$ cat src/rtl/mem_stage_pkg.sv
// Shared types for the vector memory stage: writeback source encoding,
// lane-sequencer states and a lane-counter width helper.
package mem_stage_pkg;

  typedef enum logic [1:0] {
    ALU = 2'b00,
    MEM = 2'b01,
    IMM = 2'b10
  } wr_src_t;

  typedef enum logic [1:0] {
    IDLE,
    STORE,
    LOAD,
    DRAIN
  } mem_state_t;

  // A single-lane vector still needs a 1-bit counter.
  function automatic int lane_bits(input int n);
    return (n > 1) ? $clog2(n) : 1;
  endfunction

endpackage

$ cat src/rtl/mem_lane_seq.sv
// Lane sequencer: walks a vector load/store one lane per cycle over the
// single data-memory port and raises stall until the final cycle.
module mem_lane_seq
  import mem_stage_pkg::*;
#(
  parameter int registerSize = 8,
  parameter int vectorSize   = 4,
  parameter int addrWidth    = 16
) (
  input  logic                                     clk,
  input  logic                                     rst,
  input  logic                                     valid_in,
  input  logic                                     is_store,
  input  logic                                     is_load,
  input  logic [registerSize-1:0]                  base,
  input  logic [vectorSize-1:0][registerSize-1:0]  operand,
  output logic                                     stall,
  output logic [addrWidth-1:0]                     mem_addr,
  output logic [registerSize-1:0]                  mem_wdata,
  output logic                                     mem_we,
  output logic                                     wb_load,
  output logic                                     cap_en,
  output logic [lane_bits(vectorSize)-1:0]         cap_lane
);

  localparam int LW = lane_bits(vectorSize);
  localparam logic [LW-1:0] LAST = LW'(vectorSize - 1);

  mem_state_t    state, state_next;
  logic [LW-1:0] lane, lane_next;
  logic          rd, fin, pass;

  always_ff @(posedge clk) begin
    if (rst) begin
      state <= IDLE;
      lane  <= '0;
    end else begin
      state <= state_next;
      lane  <= lane_next;
    end
  end

  // Everything is gated by rst so an abandoned operation issues nothing more.
  always_comb begin
    state_next = state;
    lane_next  = lane;
    mem_we     = 1'b0;
    rd         = 1'b0;
    cap_en     = 1'b0;
    cap_lane   = lane - LW'(1);
    fin        = 1'b0;
    pass       = 1'b0;
    if (!rst) begin
      case (state)
        IDLE: begin
          if (is_store) begin
            mem_we = 1'b1;
            if (vectorSize == 1) begin
              fin = 1'b1;
            end else begin
              state_next = STORE;
              lane_next  = LW'(1);
            end
          end else if (is_load) begin
            rd = 1'b1;
            if (vectorSize == 1) begin
              state_next = DRAIN;
            end else begin
              state_next = LOAD;
              lane_next  = LW'(1);
            end
          end else if (valid_in) begin
            pass = 1'b1;
          end
        end
        STORE: begin
          mem_we = 1'b1;
          if (lane == LAST) begin
            fin        = 1'b1;
            state_next = IDLE;
            lane_next  = '0;
          end else begin
            lane_next = lane + LW'(1);
          end
        end
        LOAD: begin
          rd     = 1'b1;
          cap_en = 1'b1;
          if (lane == LAST) begin
            state_next = DRAIN;
            lane_next  = '0;
          end else begin
            lane_next = lane + LW'(1);
          end
        end
        DRAIN: begin
          cap_en     = 1'b1;
          cap_lane   = LAST;
          fin        = 1'b1;
          state_next = IDLE;
          lane_next  = '0;
        end
        default: begin
          state_next = IDLE;
          lane_next  = '0;
        end
      endcase
    end
  end

  // Lane is held at 0 in IDLE, so the first access of an op uses the base.
  always_comb begin
    mem_addr  = '0;
    mem_wdata = '0;
    if (mem_we || rd) mem_addr = addrWidth'(base) + addrWidth'(lane);
    if (mem_we) mem_wdata = operand[lane];
  end

  assign stall   = (mem_we | rd) & ~fin;
  assign wb_load = fin | pass;

endmodule

$ cat src/rtl/stage_memory.sv
// Vector memory stage top: load lane buffer, writeback source selection
// and the registered writeback interface to the register file.
module stage_memory
  import mem_stage_pkg::*;
#(
  parameter int registerSize = 8,
  parameter int vectorSize   = 4,
  parameter int addrWidth    = 16
) (
  input  logic                                     clk,
  input  logic                                     rst,
  input  logic                                     valid_in,
  input  logic                                     mem_write_in,
  input  logic [1:0]                               write_reg_from_in,
  input  logic [3:0]                               reg_to_write_in,
  input  logic                                     reg_wr_en_sc_in,
  input  logic                                     reg_wr_en_vec_in,
  input  logic [registerSize-1:0]                  immediate_in,
  input  logic [vectorSize-1:0][registerSize-1:0]  operand_in,
  output logic                                     stall,
  output logic [addrWidth-1:0]                     mem_addr,
  output logic [registerSize-1:0]                  mem_wdata,
  output logic                                     mem_we,
  input  logic [registerSize-1:0]                  mem_rdata,
  output logic                                     wb_valid,
  output logic [vectorSize-1:0][registerSize-1:0]  wb_data,
  output logic [3:0]                               wb_reg,
  output logic                                     wb_en_sc,
  output logic                                     wb_en_vec
);

  localparam int LW = lane_bits(vectorSize);

  logic          is_store, is_load;
  logic          wb_load, cap_en;
  logic [LW-1:0] cap_lane;

  logic [vectorSize-1:0][registerSize-1:0] load_buf, wb_next;
  logic                                    en_sc_next, en_vec_next;

  assign is_store = valid_in & mem_write_in;
  assign is_load  = valid_in & ~mem_write_in & (wr_src_t'(write_reg_from_in) == MEM);

  mem_lane_seq #(
    .registerSize(registerSize),
    .vectorSize  (vectorSize),
    .addrWidth   (addrWidth)
  ) u_seq (
    .clk      (clk),
    .rst      (rst),
    .valid_in (valid_in),
    .is_store (is_store),
    .is_load  (is_load),
    .base     (immediate_in),
    .operand  (operand_in),
    .stall    (stall),
    .mem_addr (mem_addr),
    .mem_wdata(mem_wdata),
    .mem_we   (mem_we),
    .wb_load  (wb_load),
    .cap_en   (cap_en),
    .cap_lane (cap_lane)
  );

  always_ff @(posedge clk) begin
    if (rst) begin
      load_buf <= '0;
    end else if (cap_en) begin
      load_buf[cap_lane] <= mem_rdata;
    end
  end

  // The last load lane arrives during DRAIN, so it bypasses load_buf here.
  always_comb begin
    wb_next     = operand_in;
    en_sc_next  = reg_wr_en_sc_in;
    en_vec_next = reg_wr_en_vec_in;
    if (is_store) begin
      en_sc_next  = 1'b0;
      en_vec_next = 1'b0;
    end else if (is_load) begin
      wb_next                 = load_buf;
      wb_next[vectorSize-1]   = mem_rdata;
    end else if (wr_src_t'(write_reg_from_in) == IMM) begin
      wb_next    = '0;
      wb_next[0] = immediate_in;
    end
  end

  always_ff @(posedge clk) begin
    if (rst) begin
      wb_valid  <= 1'b0;
      wb_data   <= '0;
      wb_reg    <= '0;
      wb_en_sc  <= 1'b0;
      wb_en_vec <= 1'b0;
    end else begin
      wb_valid <= wb_load;
      if (wb_load) begin
        wb_data   <= wb_next;
        wb_reg    <= reg_to_write_in;
        wb_en_sc  <= en_sc_next;
        wb_en_vec <= en_vec_next;
      end else begin
        wb_reg    <= '0;
        wb_en_sc  <= 1'b0;
        wb_en_vec <= 1'b0;
      end
    end
  end

endmodule

$ cat config.mk
export PLATFORM = sky130hd
export DESIGN_NAME = stage_memory
export DESIGN_NICKNAME = d
export VERILOG_FILES = /design/src/rtl/mem_stage_pkg.sv /design/src/rtl/mem_lane_seq.sv /design/src/rtl/stage_memory.sv
export SDC_FILE = /design/constraint.sdc
export NUM_CORES = 1
export LEC_CHECK = 0
export ABC_AREA = 1
export CORE_MARGIN = 2
export CORE_UTILIZATION = 55
export DETAILED_ROUTE_END_ITERATION = 16
export DONT_BUFFER_PORTS = 1
export PLACE_DENSITY = 0.78
export SLEW_MARGIN = 20
export SYNTH_ARGS = -nofsm -noshare
export SYNTH_HDL_FRONTEND = slang
export SYNTH_SLANG_ARGS = --single-unit
$ cat constraint.sdc
create_clock -name clk -period 1.42 [get_ports clk]
set_clock_uncertainty 0.1 [all_clocks]
set_input_delay 0 -clock clk [delete_from_list [all_inputs] [get_ports clk]]
set_output_delay 0 -clock clk [all_outputs]
set_load 0.02 [all_outputs]
==> results.ini, run 1 <==
[run_status]
status = stopped before the end
lastStage = global routing
firstError = [ERROR DPL-0038] Utilization greater than 100%, impossible to legalize

[timing]
worstEndpointGrtRepair = mem_addr[2]
worstEndpointType = primary output

[synthesis]
synth_top_area_share_pct = 33.4
synth.cell_area_sq_um = 4020
synthTopCellsByCount = nand2_1 (124), inv_1 (97), a21oi_1 (78)
syn_inst = 619
async_reset_ff_share_pct = 0
synth_edf_count = 0
ys_seq_area_share_pct = 33.4
yosysWarningCount = 0
syn_avg_cell_area_sq_um = 6.49
synth.distinct_cells = 34
synth_area_leaders = dfxtp_1 (33%), nand2_1 (12%), a21oi_1 (9.7%), inv_1 (9.1%), nor2_1 (6.4%)
yosysMostFrequentCell = nand2_1
yosysTopAreaCell = dfxtp_1
synth_flop_cell = dfxtp_1
ys_ff_latch = 67

[die]
ios = 125
core.rowCount = 31
die_y_microns = 89.4
start_util_pct = 56.0
die_w_microns = 89.4

[clock_tree]
htree_levels = 3
cts.sinks = 67
cts_root_buf = clkbuf_8
cts.path.max_buffers = 2
numCtsBuffers = 9

[place]
routabilityCongestion = 0.907
hpwl_microns = 8150
numPortBuffers = 0

[global_routing]
grt_max_degree = 40

[through the flow]
stage / TNS (ns) / instance area, sq um / setup WS (ns) / utilization (%) / std cells
4_1_cts: -20.94 / 6330 / -0.474 / 88.2 / 841
3_5_place_dp: -6.95 / 4430 / -0.139 / 61.7 / 732
3_3_place_gp: -3.81 / 4430 / -0.119 / 61.7 / 732
2_1_floorplan: -0.644 / 4160 / -0.0288 / - / 625
[logic make-up after synthesis]
family | share of synthesized area (%)
other cells | 0.0934
fa+ha+maj | 2.99
xor+xnor | 0.655
simple gates | 26.8
flops | 33.4
compound gates | 20.2
buf+inv | 15.9
[timing repair]
| action | CTS |
|---|---|
| endpoints found under the hold margin | 67 |
| cloned | 11 |
| gates resized for setup | 179 |
| buffers inserted | 23 |
| setup endpoints to repair | 86 |
| pin swaps | 49 |
| hold buffers | 59 |
==> inputs of run 2 (changes only) <==
- CORE_UTILIZATION: 55 -> 40
- PLACE_DENSITY: 0.78 -> unset
- PLACE_DENSITY_LB_ADDON: unset -> 0.15
- clock period: 1.42 -> 1.8 ns (I/O delays scaled with it)
==> results.ini, run 2 <==
[run_status]
status = complete, but fails checks  ; was stopped before the end
violations = negative setup slack

[finish]
regArea_sq_um = 1350
layout_common_cells = nand2_1 (117), inv_1 (87), nor2_1 (66), dfxtp_1 (63), a21oi_1 (59)
multiInputGateArea_sq_um = 2270
fin_nets = 767
num_antenna_cells = 0
syn_to_final_growth_pct = 34.9
largest_register_ffs = 32
layout-drive-gt1-share_pct = 21.2
n_fill_cell = 961
final_common_cell = nand2_1

[global_routing]
grt_usage_pct = 23.9
grt_pass1_wl_microns = 20700
antenna_found_initial = 0
overflow = 0
grt_pass1_vias = 4006
grt_max_degree = 53

[synthesis]
yosysWarningCount = 0  ; unchanged
synth_edf_count = 0  ; unchanged
yosysMostFrequentCell = nand2_1  ; unchanged
yosysTopAreaCell = dfxtp_1  ; unchanged
synth_area_leaders = dfxtp_1 (33%), nand2_1 (12%), a21oi_1 (9.7%), inv_1 (9.1%), nor2_1 (6.4%)  ; unchanged
synth.distinct_cells = 34  ; unchanged
ys_ff_latch = 67  ; unchanged
synth_flop_cell = dfxtp_1  ; unchanged
synthTopCellsByCount = nand2_1 (124), inv_1 (97), a21oi_1 (78)  ; unchanged
ys_seq_area_share_pct = 33.4  ; unchanged
synth_top_area_share_pct = 33.4  ; unchanged
syn_inst = 619  ; unchanged
synth.cell_area_sq_um = 4020  ; unchanged
syn_avg_cell_area_sq_um = 6.49  ; unchanged
async_reset_ff_share_pct = 0  ; unchanged

[clock_tree]
insertion_delay_ns = 0.35
cts_root_buf = clkbuf_8  ; unchanged
numCtsBuffers = 9  ; unchanged
cts.path.max_buffers = 2  ; unchanged
cts.sinks = 67  ; unchanged
htree_levels = 3  ; unchanged
cts_tree = yes
path_clk_slew_ns = 0.09

[place]
numPortBuffers = 0  ; unchanged
hpwl_microns = 8960  ; was 8150 microns
routabilityCongestion = 0.902  ; was 0.907

[worst_setup_path]
slowest_delay_ns = 0.35
ff2ff_setup_slack_ns = 0.05
crit_path_top_delay_cell = fa_2
start_kind = flip-flop
crit_chain = ha_4, fa_2, nand3_2, nor2_2, nand2_2, xor2_1, nor2_1, buf_4
worst_ep_arrival_time_ns = 1.77
crit_type = flip-flop to primary output
worst_setup_path_end_kind = primary output
cp_max_fo = 3
cp_data_required_time_ns = 1.70

[timing]
hold_viol = 0
setup_violations = 6
period_needed_ns = 1.87
finalHoldWorstSlack_ns = 0.0353
max_freq_mhz = 535
finalCritPeriodShare_pct = 104
rsz0062_at_grt = true
slew_headroom_pct = 66.3
drv_slew = 0
timing.final.ws_setup_ns = -0.0698
worstMarginPinSlew_ns = 0.505

[drt]
drcViolationCount = 0
wl_microns = 13200
avgViaCountPerCell = 5.08
ant_nets = 0
dr.pass1.iters = 5
drt_iter0_markers = 305
num_vias = 4246
route.detailed.wl_per_inst_microns = 15.8

[die]
ios = 125  ; unchanged
die_w_microns = 104  ; was 89.4 microns
core.rowCount = 36  ; was 31
die_y_microns = 104  ; was 89.4 microns
fp.coreArea_sq_um = 9770
dieArea_sq_um = 10900
start_util_pct = 41.1  ; was 56.0%

[power]
total_leakage_power_uw = 0.00249
p_clk_share_pct = 27.0
seqPwrFrac_pct = 34.0
p_per_area_nw_per_um2 = 1030
p_int_uw = 3400
power.switching_uw = 2160
swShare_pct = 38.8
p_total_uw = 5560
combPwrFrac_pct = 39.0
ir_drop_uv = 730

[job]
maxCapViolCount = 0

[min_path]
min_path_type = input pin to flip-flop

-- run 2: cell counts after synthesis --
Identical to the previous run, type by type.
-- run 2: power by group through the flow --
stage,Combinational (uW),Sequential [uW],Clock [uW]
2_1_floorplan,1200,1880,0
3_3_place_gp,1610,1900,0
3_5_place_dp,1630,1910,0
4_1_cts,1940,1880,1520
5_1_grt,2380,1910,1590
6_report,2170,1890,1500
-- run 2: worst paths after layout --
path                            depth (start not counted)           end            startpoint
worst max-delay path                                    8   mem_addr[6]         u_seq.lane[0]
worst min-delay path                                    6    wb_data[1]  write_reg_from_in[0]
worst max register to register                          9   wb_data[11]         u_seq.lane[0]
worst min register to register                          2  load_buf[17]          load_buf[17]
-- run 2: final cells by class --
| class | instances | share of cell area (%) |
|---|---|---|
| timing repair buffer | 101 | 18.4 |
| inverter | 102 | 7.30 |
| tap | 133 | 3.07 |
| sequential | 67 | 24.9 |
| multi-input combinational | 417 | 41.9 |
| clock inverter | 5 | 1.55 |
| clock buffer | 11 | 2.80 |
-- run 2: kinds of logic (layout without fill, tap and decap cells) --
logic type / count (synthesis) / after routing / synth area share (%)
simple gates: 253 / 253 / 26.8
compound gates: 145 / 145 / 20.2
buf+inv: 141 / 219 / 15.9
flops: 67 / 67 / 33.4
fa+ha+maj: 9 / 9 / 2.99
xor+xnor: 3 / 3 / 0.655
other cells: 1 / 7 / 0.0934
-- run 2: critical path: cells and delay by family, from the launching register on --
family | cells | cell delay, ns
xor+xnor | 1 | 0.15
buf+inv | 1 | 0.15
simple gates | 4 | 0.26
flops | 1 | 0.34
fa+ha+maj | 2 | 0.51
-- run 2: what timing repair did --
| item | CTS | global route |
|---|---|---|
| gates resized for setup | 39 | 51 |
| hold buffers | 57 | 0 |
| pin swaps | 9 | 12 |
| setup endpoints to repair | 19 | 35 |
| cloned | 1 | 0 |
| buffers inserted | 6 | 7 |
| hold endpoints to repair | 66 | 0 |
-- run 2: stage by stage --
stage / setup WS [ns] / instance area (sq um) / TNS, ns / cells / util [%]
after floorplan: 0.218 / 4040 / 0 / 625 / -
after detailed placement: 0.104 / 4210 / 0 / 749 / 43.1
final: -0.0698 / 5420 / -0.108 / 836 / 55.4
after global placement: 0.146 / 4210 / 0 / 749 / 43.1
after CTS: -0.155 / 5210 / -0.340 / 829 / 53.3
after global routing: -0.152 / 5420 / -1.13 / 836 / 55.4
-- run 2: per-layer routing --
layer / part of all wire [%] / wire, microns / global-route usage (%) / vias to the layer above
li1: - / - / - / 2088
met1: 44 / 5760 / 31.7 / 1983
met2: 47 / 6220 / 38.3 / 150
met3: 6.9 / 906 / 6.52 / 25
met4: 2.1 / 281 / 6.37 / 0
met5: 0 / 0 / 0 / -
Note: power is estimated with default switching activity, not from simulation.
